## config.mk

```make
export PLATFORM = sky130hd
export DESIGN_NAME = seg_disp_arbiter
export DESIGN_NICKNAME = d
export VERILOG_FILES = /design/src/rtl/seg_disp_arbiter.sv
export SDC_FILE = /design/constraint.sdc
export NUM_CORES = 1
export LEC_CHECK = 0
export ABC_AREA = 1
export BUFFER_PORTS_ARGS = -buffer_cell sky130_fd_sc_hd__buf_2
export CORE_ASPECT_RATIO = 0.8
export CORE_UTILIZATION = 38
export CTS_CLUSTER_DIAMETER = 40
export CTS_CLUSTER_SIZE = 30
export DETAILED_ROUTE_END_ITERATION = 10
export MAX_ROUTING_LAYER = met4
export PLACE_DENSITY = 0.64
export SYNTH_ARGS = -nofsm -noshare
export SYNTH_HDL_FRONTEND = slang
export SYNTH_SLANG_ARGS = --single-unit
export TNS_END_PERCENT = 20
```

## constraint.sdc

```tcl
create_clock -name sys_clk -period 2.3 [get_ports sys_clk]
set_input_delay 0.23 -clock sys_clk [delete_from_list [all_inputs] [get_ports sys_clk]]
set_output_delay 0.23 -clock sys_clk [all_outputs]
set_load 0.005 [all_outputs]
```

## src/rtl/seg_disp_arbiter.sv

```systemverilog
// seg_disp_arbiter: round-robin arbiter sharing an 8-digit 74HC595 hex display
// between four requesters, with a minimum hold time per owner and a lock input.
//
// Ports:
//   sys_clk      system clock
//   sys_rst      synchronous reset, active-high
//   req[3:0]     level request per requester, held until the matching ack
//   val0..val3   32-bit value offered by each requester (stable while req high)
//   lock         1 = freeze the hold countdown and block ownership changes
//   ack[3:0]     one-cycle pulse, the value of that requester was captured
//   data0..data3 registered display bytes, data3 = val[31:24] ... data0 = val[7:0]
//   owner        index of the current owner
//   active       1 once any requester has been granted since reset
//   expired      1 = hold time of the current owner has elapsed
module seg_disp_arbiter #(
   parameter int unsigned HOLD_CYCLES = 50000000,
   parameter int unsigned HOLD_W      = 26
) (
   input  logic        sys_clk,
   input  logic        sys_rst,
   input  logic [3:0]  req,
   input  logic [31:0] val0,
   input  logic [31:0] val1,
   input  logic [31:0] val2,
   input  logic [31:0] val3,
   input  logic        lock,
   output logic [3:0]  ack,
   output logic [7:0]  data0,
   output logic [7:0]  data1,
   output logic [7:0]  data2,
   output logic [7:0]  data3,
   output logic [1:0]  owner,
   output logic        active,
   output logic        expired
);

   localparam logic [HOLD_W-1:0] HOLD_LOAD = HOLD_W'(HOLD_CYCLES - 1);

   // The state is fully encoded by the active/expired flags.
   typedef enum logic [1:0] {StIdle, StHold, StExpired} state_e;

   state_e            state;
   logic [3:0]        ack_q, ack_d;
   logic [31:0]       data_q, data_d;
   logic [1:0]        owner_q, owner_d;
   logic [1:0]        rr_q, rr_d;
   logic              active_q, active_d;
   logic              expired_q, expired_d;
   logic [HOLD_W-1:0] cnt_q, cnt_d;

   logic [1:0]        win, cand, sel;
   logic              found, grant, update;
   logic [31:0]       sel_val;

   always_comb begin
      if (!active_q) begin
         state = StIdle;
      end else if (expired_q) begin
         state = StExpired;
      end else begin
         state = StHold;
      end
   end

   // Search order rr+1, rr+2, rr+3, rr: the last owner comes last.
   always_comb begin
      found = 1'b0;
      win   = rr_q;
      cand  = rr_q;
      for (int i = 1; i <= 4; i++) begin
         cand = rr_q + 2'(i);
         if (!found && req[cand]) begin
            win   = cand;
            found = 1'b1;
         end
      end
   end

   always_comb begin
      case (sel)
         2'd0:    sel_val = val0;
         2'd1:    sel_val = val1;
         2'd2:    sel_val = val2;
         default: sel_val = val3;
      endcase
   end

   always_comb begin
      ack_d     = 4'b0000;
      data_d    = data_q;
      owner_d   = owner_q;
      rr_d      = rr_q;
      active_d  = active_q;
      expired_d = expired_q;
      cnt_d     = cnt_q;
      grant     = 1'b0;
      update    = 1'b0;
      sel       = owner_q;

      case (state)
         StIdle: begin
            grant = |req;
         end
         StHold: begin
            if (!lock && cnt_q != '0) begin
               cnt_d     = cnt_q - HOLD_W'(1);
               expired_d = (cnt_q == HOLD_W'(1));
            end
            update = req[owner_q];
         end
         StExpired: begin
            // A lone owner request is re-granted through the round-robin path.
            if (!lock && |req) begin
               grant = 1'b1;
            end else begin
               update = req[owner_q];
            end
         end
         default: ;
      endcase

      if (grant) begin
         sel       = win;
         owner_d   = win;
         rr_d      = win;
         active_d  = 1'b1;
         cnt_d     = HOLD_LOAD;
         expired_d = (HOLD_LOAD == '0);
      end

      if (grant || update) begin
         data_d = sel_val;
         ack_d  = 4'b0001 << sel;
      end
   end

   always_ff @(posedge sys_clk) begin
      if (sys_rst) begin
         ack_q     <= 4'b0000;
         data_q    <= 32'h0;
         owner_q   <= 2'd0;
         rr_q      <= 2'd3;
         active_q  <= 1'b0;
         expired_q <= 1'b0;
         cnt_q     <= '0;
      end else begin
         ack_q     <= ack_d;
         data_q    <= data_d;
         owner_q   <= owner_d;
         rr_q      <= rr_d;
         active_q  <= active_d;
         expired_q <= expired_d;
         cnt_q     <= cnt_d;
      end
   end

   assign ack     = ack_q;
   assign data0   = data_q[7:0];
   assign data1   = data_q[15:8];
   assign data2   = data_q[23:16];
   assign data3   = data_q[31:24];
   assign owner   = owner_q;
   assign active  = active_q;
   assign expired = expired_q;

endmodule

```

==> metrics.cfg, run 1 <==
[grt]
first_global_vias = 4457
grt_overflow = 0
grt_usage = 0.229
grt_pass1_wl_um = 21700
grt_antenna_before_repair = 0
grt_start_max_net_pins = 45

[route]
wl_met1_um = 6760
drtPass1Iterations = 6
antenna_left = 0
vias_per_cell = 4.88
drt_iter0_drc = 292
top_layer = met4
wl_met3_um = 855
wl_met2_um = 6080
post_drt_wl_per_cell_um = 13.1
wirelength_um = 14000
drc = 0
num_vias = 5205

[floorplanning]
io_pins = 175
row_count = 35
initial_core_util = 0.392
die_h_um = 99.7
core_um2 = 11600
chipWidth_um = 124
die_area_um2 = 12400

[worst_setup_path]
cp.required_ns = 2.58
cp_max_fo = 13
worstSetupPathType = flip-flop to flip-flop
worstSetupEndpointType = flip-flop
arrival_ns = 2.41
worst_setup_path_start_kind = flip-flop

[timing]
finalSetupTns_ns = 0
relSlewSlack = 0.741
period_needed_ns = 2.13
max_freq_ghz = 0.469
fin_hold_ws_ns = 0.181
clock_skew_ns = 0.00476
tightestPinTransition_ns = 0.385
final_max_slew_viol_count = 0
rsz0062_at_grt = false
hold_viol = 0
setup_violations = 0
period_share = 0.927

[layout]
antenna_cells = 0
area_delta_synth_final_pct = 32.1
n_fill_cell = 1212
fin_util = 0.518
fin_nets = 1051
fin_cells = 1067
drive_gt1_frac = 0.259

[worst_hold_path]
min_path_type = input pin to flip-flop

[outcome]
outcome = finished, final reports clean

[pwr]
power_density_nw_per_um2 = 831
p_leak_nw = 3.23
finalPower_w = 0.00497
worst_ir_drop_vdd_mv = 0.452

[synthesis]
syn-num-nets = 881
synthCells = 744
syn_avg_cell_area_um2 = 6.09
synth.distinct_cells = 34
netlist_area_um2 = 4530
ys_warn_count = 0
ys_seq_area_frac = 0.300
ys_ff_latch = 68

[clocking]
clk_latency_ns = 0.33
cts_sinks = 68
clk_path_buf_depth = 2
clkTransAtPathRegs_ns = 0.06
cts_made_buffers = 9
root_buffer = clkbuf_16
h-tree-depth = 3
cts_tree = done

[placed_design]
port_buffers = 174
globalplace.congestion = 0.894
place_hpwl_um = 10100
dp_cells = 1048

[flow_run]
maxCapViolCount = 0

==> cells in the final DEF, fill, tap and decap left out, types with 3 or more instances in the layout <==
cell,netlist,routed
o21ai_1,21,21
o21ai_0,24,24
nor4_1,3,3
bufinv_16,0,3
clkbuf_16,0,10
nor2_1,46,45
buf_2,11,174
nand2_4,2,3
inv_1,78,78
nand3b_1,35,35
nand4_1,10,10
a31oi_1,4,4
buf_4,7,14
xnor2_1,4,4
nor3_1,12,11
inv_2,5,4
nand2_2,9,8
nand2_1,251,251
a21oi_1,19,19
nand3_1,97,97
xor2_1,5,5
buf_12,0,6
dfxtp_1,68,66
==> cell type report <==
class                   count  area (um2)  area share
multi-input cells         556        2650       0.443
flip-flops and latches     68        1370       0.228
repair buffers            195        1120       0.187
inverters                  84         320      0.0535
clock buffers               9         225      0.0376
well taps                 148         185      0.0309
clock inverters             7         115      0.0192
==> synth_stat cells, drive strengths merged <==
cell	number	share of area
nand2	262	0.23
nand3	99	0.11
inv	84	0.070
dfxtp	68	0.30
nor2	48	0.044
o21ai	45	0.050
nand3b	35	0.058
buf	28	0.040
a21oi	20	0.023
nor3	12	0.013
nand4	10	0.014
clkbuf	8	0.0066
xor2	5	0.0097
a31oi	4	0.0055
xnor2	4	0.0077
nor4	3	0.0041
ha	2	0.0055
o211ai	2	0.0033
o21a	2	0.0033
a21boi	1	0.0017
nor3b	1	0.0017
or2	1	0.0014
==> metrics by stage <==
stage / setup slack [ns] / area (um2)
2_1_floorplan: 0.318 / 4530
3_3_place_gp: 0.101 / 5570
3_5_place_dp: 0.0339 / 5570
4_1_cts: 0.0180 / 5910
5_1_grt: 0.00575 / 5980
6_report: 0.168 / 5980
==> registers in the layout, indices dropped and copies added (netlist names) <==
| name | cells |
|---|---|
| ack | 4 |
| active | 1 |
| cnt_q | 26 |
| data_q | 32 |
| expired | 1 |
| owner | 2 |
| rr_q | 2 |
==> cells by family after synthesis <==
| kind of cell | synth area share |
|---|---|
| AO/OA/AOI/OAI | 0.0864 |
| XOR/XNOR | 0.0174 |
| adder cells (fa/ha/maj) | 0.00552 |
| buffers and inverters | 0.117 |
| flip-flops | 0.300 |
| AND/OR/NAND/NOR | 0.473 |
==> critical path: stages (launching register included) <==
cell and delay (ns):
dfxtp_4 0.40, inv_4 0.07, nand2_1 0.06, nand2_1 0.09, nand2_2 0.10, nand2_2 0.08, inv_2 0.06, nand3_2 0.07
nand3_2 0.07, nand2_2 0.07, nand2_4 0.11, nand2_4 0.14, buf_12 0.18, nor2_8 0.19, buf_12 0.15, nand2_1 0.05
nand3_1 0.08, nand2_1 0.05, nand2_1 0.04
==> layer usage <==
layer	vias to the layer above	global-route usage
met4	0	0.0788
li1	2736	-
met5	-	-
met1	2264	0.310
met2	183	0.335
met3	22	0.0447
==> power breakdown <==
| group | internal [W] | leakage (nW) | switching, W | total (W) |
|---|---|---|---|---|
| Clock | 0.00105 | 0.161 | 0.000534 | 0.00159 |
| Sequential | 0.00136 | 0.562 | 0.000110 | 0.00147 |
| Combinational | 0.000770 | 2.50 | 0.00114 | 0.00191 |
==> repair_timing <==
action / in CTS / in global routing
setup buffers: 0 / 2
resized for setup: 0 / 7
hold endpoints to repair: 0 / 0
endpoints found under the setup margin: 0 / 39
hold buffers: 0 / 0
==> worst paths after layout <==
check | endpoint | cells past startpoint | start | slack, ns
worst max-delay path | data_q[27]$_SDFFE_PP0P_ | 18 | rr_q[0]$_SDFFE_PP1P_ | 0.17
worst min-delay path | data_q[1]$_SDFFE_PP0P_ | 5 | val0[1] | 0.18
worst max register to register | data_q[27]$_SDFFE_PP0P_ | 18 | rr_q[0]$_SDFFE_PP1P_ | 0.17
worst min register to register | data_q[27]$_SDFFE_PP0P_ | 2 | data_q[27]$_SDFFE_PP0P_ | 0.45
(Power assumes the default switching activity.)
==> run 2, diff against run 1 <==
Settings changed: CORE_ASPECT_RATIO 0.8 to 0.75, CORE_MARGIN set to 2.
==> run 2 against run 1 <==
Global-route usage barely moved; non-clock buffer count rose by 3; first-iteration DRC count fell by 9.9%; largest power group unchanged; combinational power barely moved.
==> metrics.cfg, run 2 (same netlist as run 1, synthesis figures left out) <==
[clocking]
postCtsHoldBufs = 0  ; unchanged
clk_latency_ns = 0.33  ; about the same
cts_tree = done
h-tree-depth = 3  ; unchanged
cts_sinks = 68  ; unchanged
clk_path_buf_depth = 2  ; unchanged
cts.repair.resized = 0  ; unchanged
cts_made_buffers = 9  ; unchanged
clkTransAtPathRegs_ns = 0.06  ; about the same
postCtsSetupBuffers = 0  ; unchanged
root_buffer = clkbuf_16

[floorplanning]
initial_core_util = 0.390  ; -0.00177
chipWidth_um = 130  ; +4.8%
io_pins = 175  ; unchanged
row_count = 34  ; -2.9%
die_area_um2 = 12800  ; +3.7%
die_h_um = 98.6  ; -1.1%
core_um2 = 11600  ; +0.45%

[worst_setup_path]
critPathMostFrequentCell = inv_1
cp_max_fo = 12  ; -1
cpPeakStageDelay_ns = 0.39  ; about the same
cp.required_ns = 2.57  ; about the same
arrival_ns = 2.31  ; -0.10 ns
critical_path.slowest_cell = dfxtp_1
crit_chain = inv_1 > ha_1 > inv_1 > nor3_2 > nand4_1 > nor2_2 > a21boi_1 > buf_4 > nand2_1 > or2_2 > nand3_1 > nand2_1 > inv_1
reg2regPathDepth = 13  ; -5
worstSetupPathType = flip-flop to flip-flop
worst_setup_path_start_kind = flip-flop
worstSetupEndpointType = flip-flop

[timing]
period_share = 0.884  ; -0.0434
tightestPinTransition_ns = 0.376  ; -0.00929 ns
final_max_slew_viol_count = 0  ; unchanged
clock_skew_ns = 0.00751  ; +0.00275 ns
setup_violations = 0  ; unchanged
finalSetupTns_ns = 0  ; unchanged
rsz0062_at_grt = false
hold_viol = 0  ; unchanged
period_needed_ns = 2.03  ; -0.0998 ns
max_freq_ghz = 0.492  ; +4.9%
relSlewSlack = 0.749  ; +0.00856

[layout]
largest_reg_flops = 32  ; unchanged
area_delta_synth_final_pct = 32.8
regMostFlops = data_q
fin_nets = 1054  ; +0.29%
final_common_cell = nand2_1
fin_cells = 1085  ; +1.7%
drive_gt1_frac = 0.260  ; +0.00133
mostFrequentLayoutCells = nand2_1 (251), buf_2 (174), nand3_1 (97), inv_1 (78), dfxtp_1 (66)

[grt]
grt_overflow = 0  ; unchanged
grt_antenna_before_repair = 1  ; +1
first_global_vias = 4545  ; +2.0%
grt_start_max_net_pins = 46  ; +2.2%
grt_pass1_wl_um = 22700  ; +4.8%
grt_usage = 0.229  ; +0.000331

[placed_design]
place_hpwl_um = 10600  ; +4.7%
globalplace.congestion = 0.906  ; +1.3%
port_buffers = 174  ; unchanged
dp_cells = 1067  ; +1.8%

[route]
antenna_left = 0  ; unchanged
drc = 0  ; unchanged
drt_iter0_drc = 263  ; -9.9%
wirelength_um = 14100  ; +0.40%
num_vias = 5117  ; -1.7%
vias_per_cell = 4.72  ; -3.3%
drtPass1Iterations = 4  ; -2
post_drt_wl_per_cell_um = 13.0  ; -1.3%

[worst_hold_path]
min_path_type = input pin to flip-flop
whs_path_depth = 5  ; unchanged

[pwr]
power_density_nw_per_um2 = 821  ; -1.1%
worst_ir_drop_vdd_mv = 0.478  ; +5.9%
p_leak_nw = 3.24  ; +0.48%

[outcome]
outcome = finished, final reports clean

[flow_run]
maxCapViolCount = 0  ; unchanged

==> run 2: changes by cell type in the layout (fill, tap and decap cells not counted), sizes merged <==
cell / before / now
diode: 0 / 1
clkbuf: 10 / 12
clkinvlp: 2 / 0
buf: 194 / 197
==> run 2: worst paths after layout <==
check	slack, ns	end	from
worst max-delay path	0.27	cnt_q[13]$_SDFFE_PP0P_	cnt_q[0]$_SDFFE_PP0P_
worst min-delay path	0.19	data_q[11]$_SDFFE_PP0P_	val0[11]
worst max register to register	0.27	cnt_q[13]$_SDFFE_PP0P_	cnt_q[0]$_SDFFE_PP0P_
worst min register to register	0.45	data_q[31]$_SDFFE_PP0P_	data_q[31]$_SDFFE_PP0P_
==> run 2: stage by stage <==
step | util | hold WS, ns | worst slack [ns] | power, W | instance area [um2]
floorplan | - | 0.421 | 0.318 | 0.00273 | 4530
global placement | 0.486 | 0.432 | 0.147 | 0.00336 | 5640
detailed placement | 0.486 | 0.434 | 0.137 | 0.00336 | 5640
CTS | 0.514 | 0.177 | 0.122 | 0.00496 | 5970
global route | 0.518 | 0.202 | 0.0251 | 0.00532 | 6010
finish | 0.518 | 0.186 | 0.267 | 0.00494 | 6010
==> run 2: critical path: cells and delay by family (launching register included) <==
family	cells	cell delay, ns
flops	1	0.39
fa+ha+maj	1	0.21
compound gates	1	0.18
simple gates	7	0.75
buf+inv	4	0.45
==> run 2: metal layers <==
layer  wire, um  global-route usage  vias to the layer above
met5          0                   -                        -
met4        106              0.0571                        0
met3        918              0.0461                       10
met2       6130               0.335                      151
met1       6920               0.324                     2215
li1           -                   -                     2741
==> run 2: area by class of cell <==
| class | count | area [um2] |
|---|---|---|
| fill | 1217 | 5600 |
| clock inverter | 5 | 100 |
| sequential | 68 | 1370 |
| inverter | 84 | 318 |
| timing repair buffer | 198 | 1140 |
| clock buffer | 11 | 233 |
| tap | 162 | 203 |
| multi-input combinational | 556 | 2650 |
| antenna | 1 | 2.50 |
==> run 2: where the power goes <==
part           switching (W)  internal [W]
registers           0.000112       0.00136
clock network       0.000510       0.00106
logic                0.00113      0.000769
total                0.00175       0.00319
